==> config.mk <==
export PLATFORM = sky130hd
export DESIGN_NAME = divisor_tick_scheduler
export DESIGN_NICKNAME = d
export VERILOG_FILES = /design/src/rtl/divisor_tick_scheduler_pkg.sv /design/src/rtl/divisor_tick_scheduler_channel.sv /design/src/rtl/divisor_tick_scheduler.sv
export SDC_FILE = /design/constraint.sdc
export NUM_CORES = 1
export LEC_CHECK = 0
export ABC_AREA = 1
export CORE_UTILIZATION = 49
export CTS_BUF_LIST = sky130_fd_sc_hd__clkbuf_8 sky130_fd_sc_hd__clkbuf_16
export CTS_CLUSTER_DIAMETER = 120
export DETAILED_ROUTE_END_ITERATION = 6
export GPL_TIMING_DRIVEN = 0
export PLACE_DENSITY = 0.65
export REMOVE_ABC_BUFFERS = 1
export SETUP_SLACK_MARGIN = 0.5
export SYNTH_ARGS = -nofsm -noshare
export SYNTH_HDL_FRONTEND = slang
export SYNTH_HIERARCHICAL = 1
export SYNTH_SLANG_ARGS = --single-unit
==> constraint.sdc <==
create_clock -name clk -period 7.6 [get_ports clk]
set_clock_uncertainty 0.15 [all_clocks]
set_input_delay 1.14 -clock clk [delete_from_list [all_inputs] [get_ports clk]]
set_output_delay 1.14 -clock clk [all_outputs]
set_load 0.05 [all_outputs]
==> src/rtl/divisor_tick_scheduler_pkg.sv <==
// Shared types and defaults for the multi-channel divisor tick scheduler.
package divisor_pkg;

    typedef enum logic [1:0] {
        IDLE = 2'd0,
        SYNC = 2'd1,
        RUN  = 2'd2
    } state_t;

    localparam int DEF_N_CH    = 4;
    localparam int DEF_CW      = 20;
    localparam int DEF_PRE_DIV = 50000;
    localparam int DEF_DIV_VAL = 10;

    // Ceiling log2; clog2(1) = 0.
    function automatic int clog2(input int value);
        int r;
        r = 0;
        for (int i = 0; i < 31; i++) begin
            if ((1 << i) < value) r = i + 1;
        end
        return r;
    endfunction

endpackage

==> src/rtl/divisor_tick_scheduler_channel.sv <==
// One scheduler channel: divide counter, active/shadow ratio pair, tick pulse and square wave.
module divisor_tick_channel
    import divisor_pkg::*;
#(
    parameter int CW      = DEF_CW,
    parameter int DEF_DIV = DEF_DIV_VAL
)(
    input  logic          i_clk,
    input  logic          i_reset,
    input  logic          i_base_tick,
    input  logic          i_en,
    input  logic          i_sync,
    input  logic          i_clear,
    input  logic          i_wr,
    input  logic [CW-1:0] i_wr_div,
    output logic          o_tick,
    output logic          o_sq,
    output logic          o_pending
);

    logic [CW-1:0] r_cnt;
    logic [CW-1:0] r_div;
    logic [CW-1:0] r_shadow;
    logic          r_pend;
    logic          r_tick;
    logic          r_sq;
    logic          w_step;
    logic          w_wrap;
    logic          w_apply;

    // A zero ratio would never wrap, so it is treated as the fastest legal ratio.
    function automatic logic [CW-1:0] sat_div(input logic [CW-1:0] d);
        return (d == '0) ? CW'(1) : d;
    endfunction

    assign w_step  = i_base_tick && i_en && !i_clear && !i_sync;
    assign w_wrap  = w_step && (r_cnt == r_div - CW'(1));
    assign w_apply = r_pend && (w_wrap || (i_sync && !i_clear));

    always_ff @(posedge i_clk) begin
        if (!i_reset) begin
            r_cnt  <= '0;
            r_div  <= CW'(DEF_DIV);
            r_pend <= 1'b0;
            r_tick <= 1'b0;
            r_sq   <= 1'b0;
        end else begin
            r_tick <= 1'b0;
            if (i_clear) begin
                r_cnt <= '0;
                r_sq  <= 1'b0;
            end else if (i_sync) begin
                r_cnt <= '0;
            end else if (w_wrap) begin
                r_cnt  <= '0;
                r_tick <= 1'b1;
                r_sq   <= ~r_sq;
            end else if (w_step) begin
                r_cnt <= r_cnt + CW'(1);
            end

            if (w_apply) r_div <= r_shadow;

            // A write is only accepted while nothing is pending, so it never collides with w_apply.
            if (i_wr)         r_pend <= 1'b1;
            else if (w_apply) r_pend <= 1'b0;
        end
    end

    always_ff @(posedge i_clk) begin
        if (i_wr) r_shadow <= sat_div(i_wr_div);
    end

    assign o_tick    = r_tick;
    assign o_sq      = r_sq;
    assign o_pending = r_pend;

endmodule

==> src/rtl/divisor_tick_scheduler.sv <==
// Multi-channel timebase scheduler: shared prescaler, run/sync FSM and config decode.
module divisor_tick_scheduler
    import divisor_pkg::*;
#(
    parameter  int N_CH    = DEF_N_CH,
    parameter  int CW      = DEF_CW,
    parameter  int PRE_DIV = DEF_PRE_DIV,
    parameter  int DEF_DIV = DEF_DIV_VAL,
    localparam int CHW     = (N_CH > 1) ? clog2(N_CH) : 1
)(
    input  logic            clk,
    input  logic            reset,
    input  logic            run,
    input  logic [N_CH-1:0] ch_en,
    input  logic            cfg_valid,
    output logic            cfg_ready,
    input  logic [CHW-1:0]  cfg_ch,
    input  logic [CW-1:0]   cfg_div,
    output logic [N_CH-1:0] tick_o,
    output logic [N_CH-1:0] sq_o,
    output logic            busy
);

    localparam int            PW       = clog2(PRE_DIV);
    localparam logic [PW-1:0] PRE_LAST = PW'(PRE_DIV - 1);

    state_t          r_state;
    logic [PW-1:0]   r_pre;
    logic            w_base_tick;
    logic            w_sync;
    logic            w_clear;
    logic            w_sel_pend;
    logic [N_CH-1:0] w_pend;
    logic [N_CH-1:0] w_wr;

    always_ff @(posedge clk) begin
        if (!reset) begin
            r_state <= IDLE;
            r_pre   <= '0;
        end else begin
            case (r_state)
                IDLE: begin
                    r_pre <= '0;
                    if (run) r_state <= SYNC;
                end
                SYNC: begin
                    r_pre   <= '0;
                    r_state <= RUN;
                end
                RUN: begin
                    if (!run) begin
                        r_pre   <= '0;
                        r_state <= IDLE;
                    end else if (r_pre == PRE_LAST) begin
                        r_pre <= '0;
                    end else begin
                        r_pre <= r_pre + PW'(1);
                    end
                end
                default: begin
                    r_pre   <= '0;
                    r_state <= IDLE;
                end
            endcase
        end
    end

    // The base tick is suppressed in the cycle run drops so no channel wraps on the way out.
    assign w_base_tick = (r_state == RUN) && run && (r_pre == PRE_LAST);
    assign w_sync      = (r_state == SYNC);
    assign w_clear     = (r_state == IDLE);
    assign busy        = (r_state != IDLE);

    // An out-of-range channel index matches nothing: it reads as ready and the write is dropped.
    always_comb begin
        w_sel_pend = 1'b0;
        for (int i = 0; i < N_CH; i++) begin
            if (cfg_ch == CHW'(i)) w_sel_pend = w_pend[i];
        end
    end

    assign cfg_ready = !w_sel_pend;

    for (genvar g = 0; g < N_CH; g++) begin : g_ch
        assign w_wr[g] = cfg_valid && cfg_ready && (cfg_ch == CHW'(g));

        divisor_tick_channel #(
            .CW      (CW),
            .DEF_DIV (DEF_DIV)
        ) u_ch (
            .i_clk       (clk),
            .i_reset     (reset),
            .i_base_tick (w_base_tick),
            .i_en        (ch_en[g]),
            .i_sync      (w_sync),
            .i_clear     (w_clear),
            .i_wr        (w_wr[g]),
            .i_wr_div    (cfg_div),
            .o_tick      (tick_o[g]),
            .o_sq        (sq_o[g]),
            .o_pending   (w_pend[g])
        );
    end

endmodule

==> impl_metrics.py, run 1 <==
metrics = {
    "setup_path": {
        "start_kind": "primary input",
        "crit_fanout": 5,
        "cpMaxStageDelayCell": "clkdlybuf4s50_1",
        "critPathKind": "primary input to output port",
        "crit_chain": "clkdlybuf4s50_1, nand2_1, o21ai_0, clkdlybuf4s50_1",
        "cp_common_cell": "clkdlybuf4s50_1",
        "critPathMaxStageDelay_ns": 0.89,
        "cp.arrival_ns": 3.19,
        "required_ns": 6.31,
        "crit_path_end_kind": "output port",
    },
    "timing": {
        "relSlewSlack_pct": 3.27,
        "hold_violations": 0,
        "rsz0062_at_grt": "no",
        "fin_crit_sh_pct": 58.9,
        "slew_viol_final": 0,
        "setup_viol": 0,
        "fmax_ghz": 0.223,
        "hold_slack_ns": 0.311,
        "finalCriticalPeriod_ns": 4.48,
        "setup-tns-final_ns": 0,
        "worst_slew_pin_slew_ns": 1.45,
    },
    "logic_synthesis": {
        "synth_top_area_share_pct": 25.2,
        "yosys-top-cells-area": "dfxtp_1 25%, edfxtp_1 16%, nand2_1 12%",
        "synthFlopType": "dfxtp_1",
        "ys.warnings.count": 6,
        "synth_edf_count": 80,
        "netlist_area_mm2": 0.0151,
        "ys_seq_area_share_pct": 41.1,
        "ys_types": 39,
        "synth_seq_cells": 270,
        "synthCells": 2137,
        "synth_top_area_cell": "dfxtp_1",
        "async_flop_share_pct": 0,
        "syn_avg_cell_area_um2": 7.07,
    },
    "power": {
        "ir_worst_vdd_v": 0.000192,
        "p_leak_nw": 6.90,
        "powerDensity_mw_per_mm2": 186,
    },
    "route": {
        "routed_wl_um": 33400,
        "route.detailed.drc": 0,
        "dr.pass1.iters": 5,
        "routedWlPerCell_um": 13.4,
        "initialDrtViolationCount": 971,
        "via_count": 12500,
        "ant_nets": 0,
        "vias_per_cell": 5.04,
    },
    "finish": {
        "areaGrowthSynthToFinish_pct": 8.54,
        "final_common_cell": "nand2_1",
        "final_cell_mix": "467 x nand2_1, 304 x nor2_1, 270 x inv_1",
        "num_antenna_cells": 0,
        "nets": 2118,
        "layout-drive-gt1-share_pct": 8.04,
        "n_fill_cell": 2919,
    },
    "floorplan": {
        "fp.dieW_um": 178,
        "start_util_pct": 50.4,
        "core_mm2": 0.0300,
        "dieArea_mm2": 0.0315,
        "die_h_um": 178,
        "io_pins": 40,
        "rows": 63,
    },
    "hold_path": {
        "hold_path.class": "flip-flop to flip-flop",
    },
    "placed_design": {
        "gp_congestion": 0.884,
        "numPortBuffers": 39,
        "dp_hpwl_um": 23600,
    },
    "global_route": {
        "grt_overflow": 0,
        "grt_pass1_vias": 11600,
        "track_usage_pct": 21.7,
        "grt_max_degree": 89,
        "antenna_found_initial": 1,
        "grt_pass1_wl_um": 55900,
    },
    "clock_network": {
        "cts-hold-fix-buffers": 0,
        "path_clk_slew_ns": 0.06,
        "cts_root_buf": "clkbuf_16",
        "clock_latency_ns": 0.58,
        "cts_setup_buffers": 0,
        "cts_made_buffers": 29,
        "cts_tree": "built",
        "cts_sinks": 270,
        "cts_resized": 0,
        "h-tree-depth": 1,
        "clockBufferDepth": 3,
    },
    "run": {
        "cap_violations": 0,
    },
    "status": {
        "outcome": "finished clean",
    },
}
-- layer usage --
metal | up-vias | global-route usage, % | wire length, µm
met5 | - | 0 | 0
met4 | 0 | 7.12 | 952
met3 | 55 | 3.19 | 1640
met2 | 245 | 36.9 | 15500
met1 | 5689 | 28.0 | 15300
li1 | 6560 | - | -
-- power breakdown --
group | total, mW | internal, mW | switching, mW
Sequential | 1.52 | 1.50 | 0.0188
Combinational | 0.137 | 0.0416 | 0.0954
Clock | 1.39 | 0.809 | 0.580
Total | 3.04 | 2.35 | 0.694
-- worst max-delay path: cells and delay by family --
family,cells,cell delay [ns]
compound gates,1,0.42
buf+inv,2,1.50
simple gates,1,0.12
-- logic make-up (layout without fill, tap and decap cells) --
family                     after synthesis  count (layout)  share of synthesized area [%]
buffers and inverters                  423             387                           11.4
xor gates and xnor gates               117             117                           6.79
and+or+nand+nor                       1165            1165                           34.6
muxes                                    4               4                          0.265
adders and majority gates                9               9                          0.746
AOI/OAI and AO/OA                      149             149                           5.10
DFF                                    270             270                           41.1
-- through the flow --
| stage | cells | total power, mW | area [µm²] | worst slack, ns | utilization, % |
|---|---|---|---|---|---|
| detailed placement | 2438 | 1.69 | 15400 | 2.75 | 51.6 |
| finish | 2491 | 3.04 | 16400 | 3.12 | 54.7 |
| global placement | 2433 | 1.69 | 15300 | 1.41 | 51.2 |
| floorplan | 2004 | 1.61 | 14500 | 3.48 | - |
| global route | 2491 | 3.15 | 16400 | 3.07 | 54.7 |
| CTS | 2491 | 3.08 | 16400 | 3.08 | 54.7 |
-- registers in the layout, indices dropped and copies added, names as in the netlist --
name,cells
g_ch.u_ch/r_shadow,80
g_ch.u_ch/o_pending,4
g_ch.u_ch/o_sq,4
r_state,2
g_ch.u_ch/o_tick,4
g_ch.u_ch/r_div,80
g_ch.u_ch/r_cnt,80
r_pre,16
-- cell usage after synthesis, types with 2 or more instances --
master and number:
o21ai_1 4, clkbuf_1 92, ha_1 9, nand3b_1 12
buf_2 20, buf_6 12, nor4_1 28, o21bai_1 4
nor3_1 49, or2_0 2, inv_2 24, inv_1 262
a21boi_1 4, clkinv_1 4, xnor2_1 18, nor2_8 4
nor2_1 308, edfxtp_1 80, a21oi_1 112, o21ai_0 24
nor2_2 36, nor3b_1 4, or2_1 4, and2_1 4
nand2_1 467, xor2_1 99, nand2_2 19, mux2i_1 4
nand4_1 31, buf_1 8, or2_2 12, nor3_2 4
nor2_4 4, dfxtp_1 190, nand3_1 167, nand3_2 9
-- path summary, 6_finish.rpt --
| path | slack, ns | depth (start not counted) | start | endpoint |
|---|---|---|---|---|
| setup / recovery | 3.12 | 4 | cfg_ch[1] | cfg_ready |
| hold / removal | 0.31 | 2 | g_ch[3].u_ch/o_sq$_SDFFE_PP0P_ | g_ch[3].u_ch/o_sq$_SDFFE_PP0P_ |
| setup reg to reg | 3.50 | 16 | r_pre[0]$_SDFF_PP0_ | g_ch[1].u_ch/r_div[3]$_SDFFE_PN1P_ |
| hold reg to reg | 0.31 | 2 | g_ch[3].u_ch/o_sq$_SDFFE_PP0P_ | g_ch[3].u_ch/o_sq$_SDFFE_PP0P_ |
-- area by class of cell --
class	instances	area [µm²]	share of cell area, %
multi-input combinational	1444	7180	43.8
sequential	270	6210	37.9
inverter	290	1090	6.64
clock buffer	34	795	4.85
tap	390	488	2.98
timing repair buffer	44	475	2.90
clock inverter	19	150	0.916
No activity file was read; power rests on OpenSTA's default activity.
==> run 2: changes to the inputs <==
Settings changed: PLACE_DENSITY 0.65 to 0.67.
Clock period 7.6 ns to 4.01 ns, I/O delays scaled along.
==> impl_metrics.py, run 2 (synthesized netlist as in run 1, its figures left out) <==
metrics = {
    "finish": {
        "areaGrowthSynthToFinish_pct": 9.95,
        "reg_top3": "g_ch.u_ch/r_cnt (80), g_ch.u_ch/r_div (80), g_ch.u_ch/r_shadow (80)",
        "final_cell_mix": "467 x nand2_1, 298 x nor2_1, 272 x inv_1",
        "num_antenna_cells": 0,
        "layout-drive-gt1-share_pct": 8.82,
        "final_common_cell": "nand2_1",
        "nets": 2123,
        "n_fill_cell": 2862,
    },
    "timing": {
        "fin_crit_sh_pct": 84.5,
        "worst_slew_pin_slew_ns": 0.900,
        "rsz0062_at_grt": "no",
        "slew_viol_final": 0,
        "worst_slack_ns": 0.622,
        "fmax_ghz": 0.295,
        "hold_violations": 0,
        "setup_viol": 0,
        "relSlewSlack_pct": 40.0,
        "hold_slack_ns": 0.165,
        "finalCriticalPeriod_ns": 3.39,
    },
    "floorplan": {
        "fp.dieW_um": 178,
        "die_h_um": 178,
        "core_mm2": 0.0300,
        "dieArea_mm2": 0.0315,
        "io_pins": 40,
        "rows": 63,
        "start_util_pct": 50.4,
    },
    "run": {
        "cap_violations": 0,
    },
    "clock_network": {
        "cts-hold-fix-buffers": 0,
        "cts_made_buffers": 30,
        "clockBufferDepth": 3,
        "path_clk_slew_ns": 0.06,
        "cts_tree": "built",
        "cts_sinks": 270,
        "cts_root_buf": "clkbuf_16",
        "clock_latency_ns": 0.55,
        "h-tree-depth": 1,
    },
    "route": {
        "ant_nets": 0,
        "routed_wl_um": 33700,
        "via_count": 12600,
        "routedWlPerCell_um": 13.5,
        "vias_per_cell": 5.04,
        "initialDrtViolationCount": 934,
        "route.detailed.drc": 0,
        "dr.pass1.iters": 5,
    },
    "power": {
        "p_sw_share_pct": 22.4,
        "p_leak_nw": 6.99,
        "ir_worst_vdd_v": 0.000335,
        "p_switching_mw": 1.30,
        "p_int_mw": 4.51,
        "seqPwrFrac_pct": 49.6,
        "clkPwrFrac_pct": 45.8,
        "p_comb_share_pct": 4.6,
        "powerDensity_mw_per_mm2": 350,
    },
    "setup_path": {
        "rrSetupSlack_ns": 0.78,
        "cpMaxStageDelayCell": "clkdlybuf4s50_1",
        "critPathKind": "primary input to output port",
        "start_kind": "primary input",
        "crit_family": "buffers and inverters",
        "critPathMaxStageDelay_ns": 0.90,
        "crit_chain": "clkdlybuf4s50_1, nand2_1, o21ai_0, clkdlybuf4s50_1",
        "worstSetupStartpoint": "cfg_ch[1]",
        "reg2reg_depth": 15,
        "crit_path_end_kind": "output port",
        "reg2reg_from": "r_pre[0]$_SDFF_PP0_",
        "cp-endpoint": "cfg_ready",
        "cp_common_cell": "clkdlybuf4s50_1",
        "r2r_end": "g_ch[1].u_ch/r_cnt[18]$_SDFFE_PP0P_",
        "path_depth": 4,
        "crit_fanout": 5,
        "required_ns": 3.26,
        "path_buf_inv": 2,
        "cp.arrival_ns": 2.64,
    },
    "global_route": {
        "grt_max_degree": 90,
        "grt_pass1_vias": 11500,
        "grt_overflow": 0,
        "grt_pass1_wl_um": 55300,
        "track_usage_pct": 21.5,
        "antenna_found_initial": 1,
    },
    "placed_design": {
        "gp_congestion": 0.922,
        "dp_hpwl_um": 23400,
        "numPortBuffers": 39,
        "dp_slack_ns": -0.312,
    },
    "hold_path": {
        "hold_path.class": "primary input to flip-flop",
        "hp-start": "reset",
    },
    "status": {
        "outcome": "finished clean",
    },
}
==> run 2: layout make-up <==
class,count,area [µm²],share of cell area [%]
inverters,290,1090,6.56
clock inverters,19,111,0.671
repair buffers,45,495,2.98
multi-input cells,1447,7330,44.2
flip-flops and latches,270,6220,37.4
well taps,390,488,2.94
clock buffers,37,870,5.24
==> run 2: timing repair <==
item | CTS | global route
resized for setup | 12 | 16
setup buffers | 0 | 1
setup endpoints to repair | 162 | 143
pin swaps | 0 | 4
gates cloned | 0 | 3
==> run 2: power groups by stage <==
stage	registers, mW	clock network (mW)	logic (mW)
finish	2.88	2.66	0.267
global route	2.88	2.85	0.293
CTS	2.88	2.74	0.260
detailed placement	2.94	0	0.257
global placement	2.94	0	0.256
floorplan	2.93	0	0.129
==> run 2: how the worst min path moves through the flow <==
stage | to | depth (start not counted)
after CTS | g_ch[3].u_ch/r_div[19]$_SDFFE_PN0P_ | 3
after detailed placement | r_pre[0]$_SDFF_PP0_ | 1
after floorplan | r_pre[0]$_SDFF_PP0_ | 1
after global routing | g_ch[3].u_ch/r_div[19]$_SDFFE_PN0P_ | 3
after global placement | r_pre[0]$_SDFF_PP0_ | 1
final | g_ch[3].u_ch/r_div[19]$_SDFFE_PN0P_ | 3
==> run 2: per-layer routing <==
| layer | wire length (µm) | vias to the layer above | track usage (%) |
|---|---|---|---|
| met5 | 0 | - | 0 |
| met4 | 727 | 0 | 5.66 |
| met3 | 1500 | 49 | 2.98 |
| met2 | 16000 | 216 | 37.0 |
| met1 | 15500 | 5741 | 28.0 |
| li1 | - | 6578 | - |
==> run 2: worst min-delay path: stages <==
cell and delay, ns:
buf_4 0.13, nand2_1 0.06, nor2_1 0.03
==> run 2: metrics by stage <==
stage                     setup TNS (ns)  std cells  area (µm²)  total power [mW]  util [%]
after global routing                   0       2498       16600              6.03      55.4
after floorplan                        0       2004       14500              3.06         -
after global placement           -151.03       2433       15300              3.19      51.2
after detailed placement          -25.94       2438       15400              3.20      51.6
final                                  0       2498       16600              5.81      55.4
after CTS                              0       2494       16500              5.88      55.0
==> run 3: changes to the inputs <==
Settings changed: PLACE_DENSITY 0.67 to 0.65.
Clock period 4.01 ns to 3.2 ns, I/O delays scaled along.
==> impl_metrics.py, run 3 (synthesized netlist as in run 1, its figures left out) <==
metrics = {
    "clock_network": {
        "clockBufferDepth": 3,
        "cts_root_buf": "clkbuf_16",
        "cts_sinks": 270,
        "cts_tree": "built",
        "cts_made_buffers": 29,
        "clock_latency_ns": 0.59,
        "path_clk_slew_ns": 0.06,
        "h-tree-depth": 1,
    },
    "floorplan": {
        "die_h_um": 178,
        "start_util_pct": 50.4,
        "fp.dieW_um": 178,
        "core_mm2": 0.0300,
        "io_pins": 40,
        "rows": 63,
        "dieArea_mm2": 0.0315,
    },
    "placed_design": {
        "dp_hpwl_um": 23600,
        "gp_congestion": 0.884,
        "numPortBuffers": 39,
    },
    "timing": {
        "hold_violations": 0,
        "finalCriticalPeriod_ns": 2.66,
        "setup-tns-final_ns": 0,
        "fin_crit_sh_pct": 83.2,
        "relSlewSlack_pct": 26.7,
        "slew_viol_final": 0,
        "worst_slew_pin_slew_ns": 1.10,
        "setup_viol": 0,
        "fmax_ghz": 0.376,
        "rsz0062_at_grt": "yes",
    },
    "route": {
        "vias_per_cell": 5.13,
        "route.detailed.drc": 0,
        "dr.pass1.iters": 5,
        "via_count": 13100,
        "initialDrtViolationCount": 920,
        "routedWlPerCell_um": 14.4,
        "ant_nets": 0,
        "routed_wl_um": 37000,
    },
    "setup_path": {
        "crit_fanout": 6,
        "critPathMaxStageDelay_ns": 0.35,
        "start_kind": "flip-flop",
        "crit_path_end_kind": "flip-flop",
        "cp_common_cell": "nand3_4",
        "critPathKind": "flip-flop to flip-flop",
        "crit_family": "simple AND/OR/NAND/NOR gates",
        "path_buf_inv": 2,
        "crit_chain": "nor2_1, nand2_2, nor2_4, nand3_4, nor2_4, buf_12, nand3_4, nor2_2, nand2_1, nor2_1, nand3_1, nor2_2, nand3_4, buf_12, nand2_8, nand2_4, nand2_1, nand3_1",
        "cpMaxStageDelayCell": "dfxtp_1",
        "required_ns": 3.48,
        "cp.arrival_ns": 2.94,
    },
    "finish": {
        "final_common_cell": "nand2_1",
        "final_cell_mix": "458 x nand2_1, 279 x nor2_1, 268 x inv_1",
        "areaGrowthSynthToFinish_pct": 18.6,
        "fin_util_pct": 59.8,
        "n_fill_cell": 2771,
        "regArea_mm2": 0.00623,
        "reg_top3": "g_ch.u_ch/r_cnt (80), g_ch.u_ch/r_div (80), g_ch.u_ch/r_shadow (80)",
        "multi_input_area_mm2": 0.00818,
        "layout-drive-gt1-share_pct": 15.7,
        "nets": 2189,
        "num_antenna_cells": 0,
    },
    "global_route": {
        "grt_pass1_vias": 12300,
        "grt_pass1_wl_um": 59400,
        "antenna_found_initial": 1,
        "grt_overflow": 0,
        "grt_max_degree": 89,
        "track_usage_pct": 23.2,
    },
    "hold_path": {
        "hold_path.class": "flip-flop to flip-flop",
    },
    "status": {
        "outcome": "finished clean",
    },
    "run": {
        "cap_violations": 0,
    },
    "power": {
        "p_leak_nw": 7.49,
        "powerDensity_mw_per_mm2": 409,
        "ir_worst_vdd_v": 0.000463,
    },
}
## run 3: changes by cell type in the layout (fill, tap and decap cells not counted), sizes merged, moves of 2 or more
cell,previous run,this run
nand2,490,505
clkinv,9,11
inv,297,295
buf,7,56
clkbuf,37,35
## run 3: routing by layer
layer  wire length, µm  global-route usage (%)  vias to the layer above
met5                 0                       0                        -
li1                  -                       -                     6747
met1             16300                    29.1                     6036
met3              1870                    3.49                       62
met2             17800                    40.1                      297
met4              1090                    8.40                        0
## run 3: cell type report
type	instances	share of cell area, %
clock buffer	34	4.44
clock inverter	19	0.839
inverter	290	6.08
multi-input combinational	1463	45.7
sequential	270	34.8
tap	390	2.73
timing repair buffer	96	5.44
## run 3: timing repair
action | in CTS | in global routing
gates cloned | 13 | 7
pin swaps | 24 | 35
endpoints found under the hold margin | 2 | 0
setup buffers | 28 | 22
hold buffers | 1 | 0
gates resized for setup | 85 | 93
setup endpoints to repair | 254 | 171
## run 3: through the flow
| step | instances | setup slack, ns | power (mW) | cell area (µm²) | hold slack [ns] |
|---|---|---|---|---|---|
| after floorplan | 2004 | -0.475 | 3.83 | 14500 | 0.278 |
| after global placement | 2433 | -2.33 | 4.01 | 15300 | 0.287 |
| after detailed placement | 2438 | -0.986 | 4.01 | 15400 | 0.296 |
| after CTS | 2533 | 0.504 | 7.35 | 17200 | 0.314 |
| after global routing | 2562 | 0.358 | 7.56 | 17900 | 0.343 |
| final | 2562 | 0.539 | 7.31 | 17900 | 0.317 |
## run 3: path summary, 6_finish.rpt
path,startpoint,end,slack [ns],depth (start not counted)
worst max-delay path,r_pre[10]$_SDFF_PP0_,g_ch[1].u_ch/r_div[3]$_SDFFE_PN1P_,0.54,18
worst min-delay path,g_ch[3].u_ch/o_sq$_SDFFE_PP0P_,g_ch[3].u_ch/o_sq$_SDFFE_PP0P_,0.32,2
worst max register to register,r_pre[10]$_SDFF_PP0_,g_ch[1].u_ch/r_div[3]$_SDFFE_PN1P_,0.54,18
worst min register to register,g_ch[3].u_ch/o_sq$_SDFFE_PP0P_,g_ch[3].u_ch/o_sq$_SDFFE_PP0P_,0.32,2
## run 3: worst reg2reg max path: stages, from the launching register on
cell and delay (ns):
dfxtp_1 0.35, nor2_1 0.15, nand2_2 0.08, nor2_4 0.14, nand3_4 0.10, nor2_4 0.13, buf_12 0.15, nand3_4 0.14
nor2_2 0.11, nand2_1 0.07, nor2_1 0.09, nand3_1 0.10, nor2_2 0.16, nand3_4 0.12, buf_12 0.17, nand2_8 0.11
nand2_4 0.08, nand2_1 0.09, nand3_1 0.06
## run 3: report_power, final
group,internal [mW],switching (mW),total [mW],leakage (nW)
clock network,1.92,1.39,3.31,0.497
logic,0.119,0.270,0.389,4.72
registers,3.56,0.0514,3.61,2.27
total,5.60,1.71,7.31,7.49
